File: src/rtl/firebird7_in_gate1_tessent_tdr_data_mux_ctrl.sv
// rtl/firebird7_in_gate1_tessent_tdr_data_mux_ctrl.sv - IJTAG TDR driving the w19 data mux select and data word
module firebird7_in_gate1_tessent_tdr_data_mux_ctrl #(
   parameter int unsigned      WIDTH        = 19,
   parameter logic [WIDTH-1:0] RESET_DATA   = '0,
   parameter logic             RESET_SELECT = 1'b0
) (
   input  logic             ijtag_tck,
   input  logic             ijtag_reset,
   input  logic             ijtag_sel,
   input  logic             ijtag_ce,
   input  logic             ijtag_se,
   input  logic             ijtag_ue,
   input  logic             ijtag_si,
   output logic             ijtag_so,
   input  logic [WIDTH-1:0] mux_data_observe,
   output logic             ijtag_select,
   output logic [WIDTH-1:0] ijtag_data_out
);

   // sr[WIDTH] is the mux select, sr[WIDTH-1:0] the ijtag data word
   logic [WIDTH:0] sr;
   logic [WIDTH:0] upd;

   // Shift/capture stage: capture reads back the select in force plus what the mux delivers
   always_ff @(posedge ijtag_tck or negedge ijtag_reset) begin
      if (!ijtag_reset) begin
         sr <= '0;
      end else if (ijtag_sel) begin
         if (ijtag_ce) begin
            sr <= {upd[WIDTH], mux_data_observe};
         end else if (ijtag_se) begin
            sr <= {ijtag_si, sr[WIDTH:1]};
         end
      end
   end

   // Update stage: loads the pre-edge shift contents, so mux inputs never see shifting bits
   always_ff @(posedge ijtag_tck or negedge ijtag_reset) begin
      if (!ijtag_reset) begin
         upd <= {RESET_SELECT, RESET_DATA};
      end else if (ijtag_sel && ijtag_ue) begin
         upd <= sr;
      end
   end

   assign ijtag_select   = upd[WIDTH];
   assign ijtag_data_out = upd[WIDTH-1:0];
   assign ijtag_so       = sr[0];

endmodule

File: config.mk
export PLATFORM = sky130hd
export DESIGN_NAME = firebird7_in_gate1_tessent_tdr_data_mux_ctrl
export DESIGN_NICKNAME = d
export VERILOG_FILES = /design/src/rtl/firebird7_in_gate1_tessent_tdr_data_mux_ctrl.sv
export SDC_FILE = /design/constraint.sdc
export NUM_CORES = 1
export LEC_CHECK = 0
export ABC_AREA = 1
export CAP_MARGIN = 20
export CORE_UTILIZATION = 48
export CTS_BUF_LIST = sky130_fd_sc_hd__clkbuf_16
export CTS_CLUSTER_DIAMETER = 150
export DETAILED_ROUTE_END_ITERATION = 16
export PLACE_DENSITY = 0.81
export RECOVER_POWER = 25
export SETUP_SLACK_MARGIN = 0.15
export SYNTH_ARGS = -nofsm -noshare
export SYNTH_HDL_FRONTEND = slang
export SYNTH_SLANG_ARGS = --single-unit
export TNS_END_PERCENT = 10
File: constraint.sdc
create_clock -name ijtag_tck -period 0.9 [get_ports ijtag_tck]
set_input_delay 0.09 -clock ijtag_tck [delete_from_list [all_inputs] [get_ports ijtag_tck]]
set_output_delay 0.09 -clock ijtag_tck [all_outputs]
set_load 0.05 [all_outputs]
==> impl_metrics.csv, run 1 <==
group,metric,value,unit
routing,vias_per_cell,5.089,
power_and_ir_drop,internal_power,4334,uW
power_and_ir_drop,pwr-share-seq,37.8,%
setup_path,regToRegStartpoint,"upd[19]",
synthesis,synth_top_family_by_area,"simple AND/OR/NAND/NOR gates",
power_and_ir_drop,p_clk_share,30.6,%
setup_path,startpoint,"sr[0]",
final_layout,antenna_cells,0,
power_and_ir_drop,power_density,2236,mW/mm2
placement,place_congestion,0.8629,
synthesis,synth_fp_nets,266,
synthesis,yosys.area_share.simple,39.76,%
final_layout,area_growth,57.51,%
die,row_count,21,
synthesis,ys_ff_latch,40,
setup_path,arrival,0.86,ns
power_and_ir_drop,p_sw_share,31.26,%
routing,antenna_left,0,
synthesis,ys_seq_area_share,55.90,%
setup_path,worstSetupStartpointType,"register",
placement,place_hpwl,3.062,mm
die,start_util,52.02,%
clocking,h-tree-depth,2,
synthesis,synth-compound-area-share,0.2795,%
clocking,clk_latency,0.27,ns
placement,place_worst_setup_slack,-0.4158,ns
timing,slew_violations,0,
timing,worst-slew-pin-transition,0.4932,ns
power_and_ir_drop,netSwitchingPower,1971,uW
global_routing,antenna_found_initial,0,
timing,finalCritPeriodShare,105.1,%
setup_path,crit_chain,"buf_12",
synthesis,avgSynthCellArea,7.460,um2
routing,drtIter0Drc,84,
setup_path,end_kind,"output pin",
global_routing,grt.total_usage,25.35,%
global_routing,grt_pass1_wl,7.790,mm
synthesis,synthMuxAreaShare,0,%
job,drv_cap,0,
clocking,cts-root-buf,"clkbuf_16",
routing,vias,1776,
final_layout,drive_gt1_share,20.13,%
power_and_ir_drop,finalPower,6305,uW
synthesis,synth_cells,240,
timing,period_needed,0.9455,ns
timing,fmax,1.058,GHz
placement,port_buffers,46,
outcome,outcome,"complete, but fails checks",
timing,setup-violations-final,21,
placement,place_inst,334,
final_layout,instances_no_fill,349,
timing,finalWorstSetupSlack,-0.04552,ns
timing,relSlewSlack,67.12,%
die,die_w,63.08,um
die,io_pins,47,
global_routing,grt_max_degree,41,
die,die-area,0.003978,mm2
synthesis,ys_warn_count,0,
routing,drc,0,
final_layout,final_nets,328,
setup_path,critPathTopFamily,"flip-flops",
routing,dr.pass1.iters,4,
power_and_ir_drop,peakVddDrop,1.462,mV
die,die_h,63.08,um
clocking,clk_pin_slew_worst_paths,0.05,ns
die,core-area,0.003442,mm2
timing,hold_violations,0,
synthesis,synth_area,0.001790,mm2
setup_path,worst-path-buf-inv,1,
clocking,clk_path_buf_depth,2,
outcome,failed_checks,"setup timing",
setup_path,critical_path_class,"reg2out",
setup_path,critical_path_required,0.81,ns
setup_path,reg2reg_setup_slack,0.05,ns
min_path,hp-class,"in2async",
routing,wl_per_cell,13.07,um
clocking,numCtsBuffers,5,
timing,grt_setup_unrepaired,"true",
routing,routed_wl,4.563,mm
power_and_ir_drop,leakagePower,0.001518,uW
timing,fin_skew,0.001560,ns
setup_path,cp_max_fo,2,
clocking,cts_tree,"built",
clocking,cts_sinks,40,
setup_path,cpPeakStageDelay,0.43,ns
global_routing,grt_overflow_total,0,
synthesis,synth_fa_ha_area_share,0,%
global_routing,grt_pass1_vias,1680,
setup_path,slowest_stage,"dfrtp_2",
power_and_ir_drop,combPwrFrac,31.6,%
synthesis,yosysUniqueCellTypes,9,
synthesis,synth_xor_xnor_area_share,0,%
## path summary, 6_finish.rpt
path | endpoint | depth (start not counted)
hold / removal | sr[3] | 3
max in group asynchronous | upd[0] | 3
setup / recovery | ijtag_so | 1
setup reg to reg | sr[19] | 5
min in group ijtag_tck | upd[0] | 4
hold reg to reg | sr[16] | 2
## state kept, by name, summed over array words and instances, names as in the netlist
name  flops
sr       20
upd      20
## power by group through the flow
| stage | combinational (uW) | clock [uW] | sequential [uW] |
|---|---|---|---|
| 2_1_floorplan | 412 | 0 | 2840 |
| 3_3_place_gp | 1900 | 0 | 2390 |
| 3_5_place_dp | 1930 | 0 | 2410 |
| 4_1_cts | 1990 | 1950 | 2380 |
| 5_1_grt | 2120 | 2040 | 2420 |
| 6_report | 1990 | 1930 | 2380 |
## cells in the mapped netlist (all sizes together)
cell / instances / area, um2
buf: 10 / 50.05
clkbuf: 4 / 15.01
dfrtp: 40 / 1001
inv: 2 / 7.500
nand2: 161 / 604.3
nand3: 20 / 100.1
nor2: 2 / 7.510
o21ai: 1 / 5.000
## cell usage in the layout, fill, tap and decap left out, types with 2 or more instances in the layout
cell type        count
dlygate4sd2_1        2
dfrtp_2              4
inv_1                2
dfrtp_1             36
buf_2                4
clkbuf_16            5
nand2_1            159
buf_12              21
buf_6                5
clkdlybuf4s50_1     20
nand2_2              2
nand3_1             19
buf_4               14
## routing by layer
metal  GRT usage [%]  wire, um  up-vias  share of wire [%]
li1                -         -      854                  -
met4           6.686        51        0                1.1
met2           44.76      2423       73                 53
met3           4.710       274        7                6.0
met5               0         0        -                  0
met1           31.64      1814      842                 40
## through the flow
stage                     hold WS [ns]  utilization (%)  setup TNS (ns)  cell area (um2)
after floorplan                -0.2056                -               0             1800
after global placement         0.07259            75.28          -13.67             2591
after detailed placement       0.06928            75.28          -14.80             2591
after CTS                       0.3235            81.75         -0.8428             2814
after global routing            0.4228            81.93          -1.166             2820
final                           0.4063            81.93         -0.6941             2820
## kinds of logic after synthesis
group | after synthesis
simple gates | 183
flops | 40
buf+inv | 16
compound gates | 1
## timing repair
action | in CTS | in global routing
setup buffers | 2 | 1
gates resized for setup | 14 | 3
endpoints found under the hold margin | 40 | 0
pin swaps | 13 | 60
endpoints found under the setup margin | 61 | 43
hold buffers | 1 | 0
gates cloned | 3 | 0
## cell type report
class                           count  area [um2]
Inverter                            2       7.507
Sequential cell                    40        1006
Timing Repair Buffer               69       850.8
Tap cell                           46       57.56
Fill cell                         204       621.8
Multi-Input combinational cell    184       734.5
Clock buffer                        5       125.1
Clock inverter                      3       38.79
No activity file was read; power rests on OpenSTA's default activity.
==> run 2: changes to the inputs <==
--- a/config.mk
+++ b/config.mk
@@ -7,13 +7,16 @@
 export LEC_CHECK = 0
 export ABC_AREA = 1
 export CAP_MARGIN = 20
+export CORE_MARGIN = 5
 export CORE_UTILIZATION = 48
 export CTS_BUF_LIST = sky130_fd_sc_hd__clkbuf_16
 export CTS_CLUSTER_DIAMETER = 150
 export DETAILED_ROUTE_END_ITERATION = 16
 export PLACE_DENSITY = 0.81
 export RECOVER_POWER = 25
+export REMOVE_ABC_BUFFERS = 1
 export SETUP_SLACK_MARGIN = 0.15
+export SLEW_MARGIN = 20
 export SYNTH_ARGS = -nofsm -noshare
 export SYNTH_HDL_FRONTEND = slang
 export SYNTH_SLANG_ARGS = --single-unit
==> run 2 against run 1 <==
The run still ends with setup timing left. Largest cell class unchanged. Largest power group unchanged. First-iteration DRC count is 92% higher. Via count decreased by 1.4%. Worst setup slack improved by 0.0049 ns. Fmax up 0.53%.
==> impl_metrics.csv, run 2 (synthesis gave the netlist of run 1 again) <==
group,metric,value,unit
timing,finalWorstSetupSlack,-0.04057,ns
clocking,h-tree-depth,2,
timing,grt_setup_unrepaired,"true",
placement,port_buffers,46,
setup_path,critPathTopFamily,"flip-flops",
final_layout,reg_top3,"sr x20, upd x20",
clocking,cts-root-buf,"clkbuf_16",
outcome,failed_checks,"setup timing",
final_layout,layout_common_cells,"158 x nand2_1, 40 x dfrtp_1, 22 x buf_12",
clocking,cts_tree,"built",
timing,period_needed,0.9406,ns
setup_path,end_kind,"output pin",
placement,place_congestion,0.7952,
die,die_w,71.08,um
die,start_util,49.28,%
routing,wl_per_cell,13.72,um
clocking,clk_latency,0.28,ns
final_layout,final_nets,321,
clocking,clk_path_buf_depth,2,
power_and_ir_drop,combPwrFrac,33.2,%
placement,place_inst,331,
final_layout,instances_no_fill,344,
clocking,clk_pin_slew_worst_paths,0.05,ns
min_path,hp-class,"in2reg",
power_and_ir_drop,pwr-share-seq,39.5,%
setup_path,cp_max_fo,2,
timing,relSlewSlack,66.43,%
final_layout,antenna_cells,0,
timing,finalSetupTns,-0.6994,ns
setup_path,arrival,0.85,ns
setup_path,critical_path_class,"reg2out",
global_routing,grt_overflow_total,0,
power_and_ir_drop,peakVddDrop,1.262,mV
final_layout,area_growth,53.04,%
placement,place_hpwl,3.106,mm
setup_path,worstSetupStartpointType,"register",
power_and_ir_drop,netSwitchingPower,1963,uW
global_routing,grt_max_degree,41,
global_routing,grt_pass1_vias,1724,
job,drv_cap,0,
routing,drtIter0Drc,161,
setup_path,crit_chain,"buf_12",
routing,antenna_left,0,
timing,hold_violations,0,
final_layout,post-route-util,75.41,%
timing,fin_skew,0.004973,ns
global_routing,antenna_found_initial,0,
timing,setup-violations-final,21,
power_and_ir_drop,power_density,2186,mW/mm2
timing,finalCritPeriodShare,104.5,%
die,row_count,22,
final_layout,nFillCells,274,
timing,slew_violations,0,
clocking,numCtsBuffers,5,
timing,worst-slew-pin-transition,0.5035,ns
setup_path,cpPeakStageDelay,0.41,ns
routing,routed_wl,4.721,mm
routing,drc,0,
die,die-area,0.005052,mm2
routing,dr.pass1.iters,4,
global_routing,grt.total_usage,19.61,%
setup_path,worst-path-buf-inv,1,
setup_path,critical_path_required,0.81,ns
power_and_ir_drop,internal_power,4026,uW
timing,fmax,1.063,GHz
setup_path,slowest_stage,"dfrtp_1",
power_and_ir_drop,p_sw_share,32.78,%
outcome,outcome,"complete, but fails checks",
clocking,cts_sinks,40,
global_routing,grt_pass1_wl,7.810,mm
die,core-area,0.003633,mm2
routing,vias_per_cell,5.093,
final_layout,layout_commonest_cell,"nand2_1",
routing,vias,1752,
final_layout,drive_gt1_share,15.54,%
power_and_ir_drop,p_clk_share,27.3,%
die,io_pins,47,
die,die_h,71.08,um
power_and_ir_drop,leakagePower,0.001486,uW
==> run 2: cell types whose count changed in the layout (fill, tap and decap cells not counted), moves of 2 or more <==
cell,change
buf_2,-3
buf_4,-3
dfrtp_2,-4
buf_6,-3
dlygate4sd2_1,+2
dfrtp_1,+4
==> run 2: tightest hold or removal path: stages <==
cell,delay (ns)
dlygate4sd2_1,0.26
buf_6,0.17
nand3_1,0.09
nand2_1,0.05
==> run 2: routing by layer <==
layer	routed length (um)	global-route usage [%]
met1	1733	22.69
met2	2549	34.40
met3	299	3.551
met5	0	0
met4	138	10.23
==> run 2: worst paths after layout <==
kind | from | end | slack, ns | cells after the start
max | upd[7] | ijtag_data_out[7] | -0.04 | 1
min | ijtag_ue | upd[18] | 0.42 | 4
max reg2reg | upd[19] | sr[19] | 0 | 5
min reg2reg | sr[8] | sr[8] | 0.51 | 2
max in group asynchronous | ijtag_reset | upd[16] | 0.13 | 3
min in group asynchronous | ijtag_reset | sr[10] | 0.43 | 3
==> run 2: through the flow <==
stage                     power, uW  cell area (um2)  hold WS (ns)  setup slack [ns]
final                          5989             2740        0.4166          -0.04057
after global routing           6253             2740        0.4377          -0.07086
after CTS                      6026             2736        0.3147          -0.05011
after detailed placement       4333             2559       0.07997           -0.3061
after global placement         4282             2559       0.07508           -0.2893
after floorplan                3197             1725       -0.2056           -0.1228
==> run 2: area by class of cell <==
type | count | area, um2 | area share [%]
clock buffers | 5 | 125.1 | 4.566
repair buffers | 62 | 810.8 | 29.59
multi-input cells | 184 | 724.4 | 26.44
well taps | 48 | 60.06 | 2.192
clock inverters | 3 | 11.26 | 0.4110
flip-flops and latches | 40 | 1001 | 36.53
inverters | 2 | 7.507 | 0.2740
==> run 2: what timing repair did <==
item	4_1_cts	5_1_grt
resized for setup	8	3
buffers inserted	3	1
hold buffers	1	0
pin swaps	4	51
setup endpoints to repair	61	43
endpoints found under the hold margin	40	0
==> run 2: power groups by stage <==
| stage | registers, uW | logic (uW) | clock network (uW) |
|---|---|---|---|
| after detailed placement | 2400 | 1940 | 0 |
| after global routing | 2400 | 2110 | 1750 |
| final | 2370 | 1990 | 1630 |
| after floorplan | 2840 | 362 | 0 |
| after CTS | 2360 | 1990 | 1670 |
| after global placement | 2380 | 1900 | 0 |
==> run 3: changes to the inputs <==
--- a/config.mk
+++ b/config.mk
@@ -8,11 +8,13 @@
 export ABC_AREA = 1
 export CAP_MARGIN = 20
 export CORE_MARGIN = 5
-export CORE_UTILIZATION = 48
+export CORE_UTILIZATION = 50
 export CTS_BUF_LIST = sky130_fd_sc_hd__clkbuf_16
 export CTS_CLUSTER_DIAMETER = 150
 export DETAILED_ROUTE_END_ITERATION = 16
-export PLACE_DENSITY = 0.81
+export DONT_BUFFER_PORTS = 1
+export HOLD_SLACK_MARGIN = 0.1
+export PLACE_DENSITY = 0.67
 export RECOVER_POWER = 25
 export REMOVE_ABC_BUFFERS = 1
 export SETUP_SLACK_MARGIN = 0.15
==> run 3 against run 2 <==
The run ends with hold timing, setup timing left. Final cell count fell by 4.4%. Cell area fell by 9.0%. Sequential share of layout area rose by 3.6 points. Highest routed layer unchanged. Clock-buffer cell count did not move. Die area fell by 3.4%. Routed wire length fell by 5.3%. First-iteration DRC count fell by 1.9%. Clock power rose by 19%.
==> impl_metrics.csv, run 3 (synthesis gave the netlist of run 1 again) <==
group,metric,value,unit
outcome,outcome,"complete, but fails checks",
outcome,failed_checks,"hold timing, setup timing",
timing,period_needed,0.9520,ns
final_layout,layout_common_cells,"161 x nand2_1, 40 x dfrtp_1, 20 x nand3_1, 20 x dlygate4sd3_1, 16 x buf_6",
timing,holdWs,-0.4963,ns
die,core-area,0.003390,mm2
placement,place_congestion,0.7814,
global_routing,grt_pass1_wl,7.900,mm
clocking,holdBufCountCts,21,
setup_path,cp_max_fo,2,
setup_path,slowest_stage,"dfrtp_1",
clocking,cts_sinks,40,
clocking,numCtsBuffers,5,
global_routing,grt_use_met3,8.406,%
power_and_ir_drop,power_density,2336,mW/mm2
placement,post_dp_cell_area,0.002048,mm2
final_layout,drive_gt1_share,12.72,%
die,row_count,21,
clocking,clk_latency,0.28,ns
power_and_ir_drop,p_sw_share,31.11,%
clocking,h-tree-depth,2,
global_routing,antenna_found_initial,0,
final_layout,nFillCells,230,
die,die-area,0.004878,mm2
global_routing,grt_use_met1,27.79,%
setup_path,crit_chain,"buf_12",
routing,routed_wl,4.472,mm
final_layout,antenna_cells,0,
final_layout,instances_no_fill,329,
clocking,cts_tree,"built",
timing,worst-slew-pin-transition,0.6188,ns
job,drv_cap,0,
setup_path,critical_path_class,"reg2out",
routing,drtIter0Drc,158,
setup_path,worst-path-buf-inv,1,
routing,vias,1641,
final_layout,area_growth,39.20,%
die,start_util,52.82,%
setup_path,critPathTopFamily,"flip-flops",
die,die_h,69.84,um
timing,grt_setup_unrepaired,"true",
timing,relSlewSlack,58.70,%
clocking,cts-root-buf,"clkbuf_16",
power_and_ir_drop,leakagePower,0.001375,uW
timing,hold_violations,60,
final_layout,reg_top3,"sr x20, upd x20",
setup_path,end_kind,"output pin",
placement,place_hpwl,2.668,mm
routing,drc,0,
min_path,hp-class,"in2async",
setup_path,critical_path_required,0.81,ns
setup_path,cp.depth,1,
power_and_ir_drop,internal_power,4011,uW
timing,setup-violations-final,21,
placement,port_buffers,0,
global_routing,grt_overflow_total,0,
setup_path,arrival,0.86,ns
die,io_pins,47,
final_layout,layout_commonest_cell,"nand2_1",
timing,slew_violations,0,
routing,wl_per_cell,13.59,um
timing,finalWorstSetupSlack,-0.05196,ns
global_routing,grt_pass1_vias,1660,
power_and_ir_drop,combPwrFrac,26.8,%
global_routing,use_met2,29.17,%
clocking,clk_pin_slew_worst_paths,0.06,ns
power_and_ir_drop,peakVddDrop,1.212,mV
timing,fmax,1.050,GHz
global_routing,grt_busiest_layer,"met2",
die,die_w,69.84,um
global_routing,grt.total_usage,20.48,%
global_routing,grt_max_degree,41,
power_and_ir_drop,pwr-share-seq,39.9,%
timing,finalCritPeriodShare,105.8,%
routing,antenna_left,0,
setup_path,worstSetupStartpointType,"register",
setup_path,cpPeakStageDelay,0.42,ns
routing,dr.pass1.iters,4,
placement,place_inst,299,
final_layout,final_nets,308,
setup_path,worstRegToRegCells,4,
clocking,clk_path_buf_depth,2,
timing,fin_skew,0.001554,ns
routing,vias_per_cell,4.988,
power_and_ir_drop,p_clk_share,33.3,%
final_layout,fin_area,0.002492,mm2
power_and_ir_drop,netSwitchingPower,1811,uW
## run 3: changes by cell type in the layout (fill, tap and decap cells not counted), sizes merged
| cell | before | now |
|---|---|---|
| clkdlybuf4s50 | 20 | 0 |
| inv | 4 | 3 |
| dlygate4sd2 | 4 | 0 |
| bufinv | 0 | 1 |
| dlygate4sd3 | 1 | 20 |
| buf | 37 | 28 |
| dlymetal6s4s | 0 | 1 |
## run 3: per-layer routing
layer | wire length (um) | part of all wire (%)
met4 | 67 | 1.5
met5 | 0 | 0
met2 | 2132 | 48
met1 | 1821 | 41
met3 | 450 | 10
## run 3: cell type report
type,count,area (um2),area share (%)
Clock buffer,5,125.1,5.020
Clock inverter,3,38.79,1.556
Inverter,2,7.507,0.3012
Multi-Input combinational cell,184,716.9,28.77
Sequential cell,40,1001,40.16
Tap cell,46,57.56,2.309
Timing Repair Buffer,49,545.5,21.89
## run 3: power groups by stage
stage               clock (uW)  sequential (uW)  combinational (uW)
floorplan                    0             2840                 362
global placement             0             2310                1380
detailed placement           0             2320                1400
CTS                       1970             2320                1550
global route              2070             2370                1670
finish                    1940             2320                1560
## run 3: through the flow
| stage | utilization (%) | setup slack (ns) | total power (uW) | TNS (ns) | hold slack [ns] |
|---|---|---|---|---|---|
| after floorplan | - | -0.1228 | 3197 | -2.457 | -0.2056 |
| after global placement | 60.43 | -0.01789 | 3695 | -0.02496 | -0.2043 |
| after detailed placement | 60.43 | -0.02461 | 3717 | -0.02461 | -0.2044 |
| after CTS | 73.24 | -0.05360 | 5841 | -0.5310 | -0.5001 |
| after global routing | 73.53 | -0.08606 | 6106 | -1.055 | -0.5109 |
| final | 73.53 | -0.05196 | 5822 | -0.3967 | -0.4963 |
## run 3: path summary, 6_finish.rpt
kind	start	endpoint	slack, ns
setup / recovery	upd[8]	ijtag_data_out[8]	-0.05
hold / removal	ijtag_reset	upd[5]	-0.50
setup reg to reg	sr[3]	sr[2]	0.12
hold reg to reg	upd[1]	upd[1]	0.49
max in group asynchronous	ijtag_reset	upd[10]	1.31
min in group ijtag_tck	ijtag_sel	upd[0]	-0.05
## run 3: timing repair
action	in CTS	in global routing
gates resized for setup	16	1
setup buffers	0	1
pin swaps	5	51
endpoints found under the setup margin	23	41
endpoints found under the hold margin	80	60
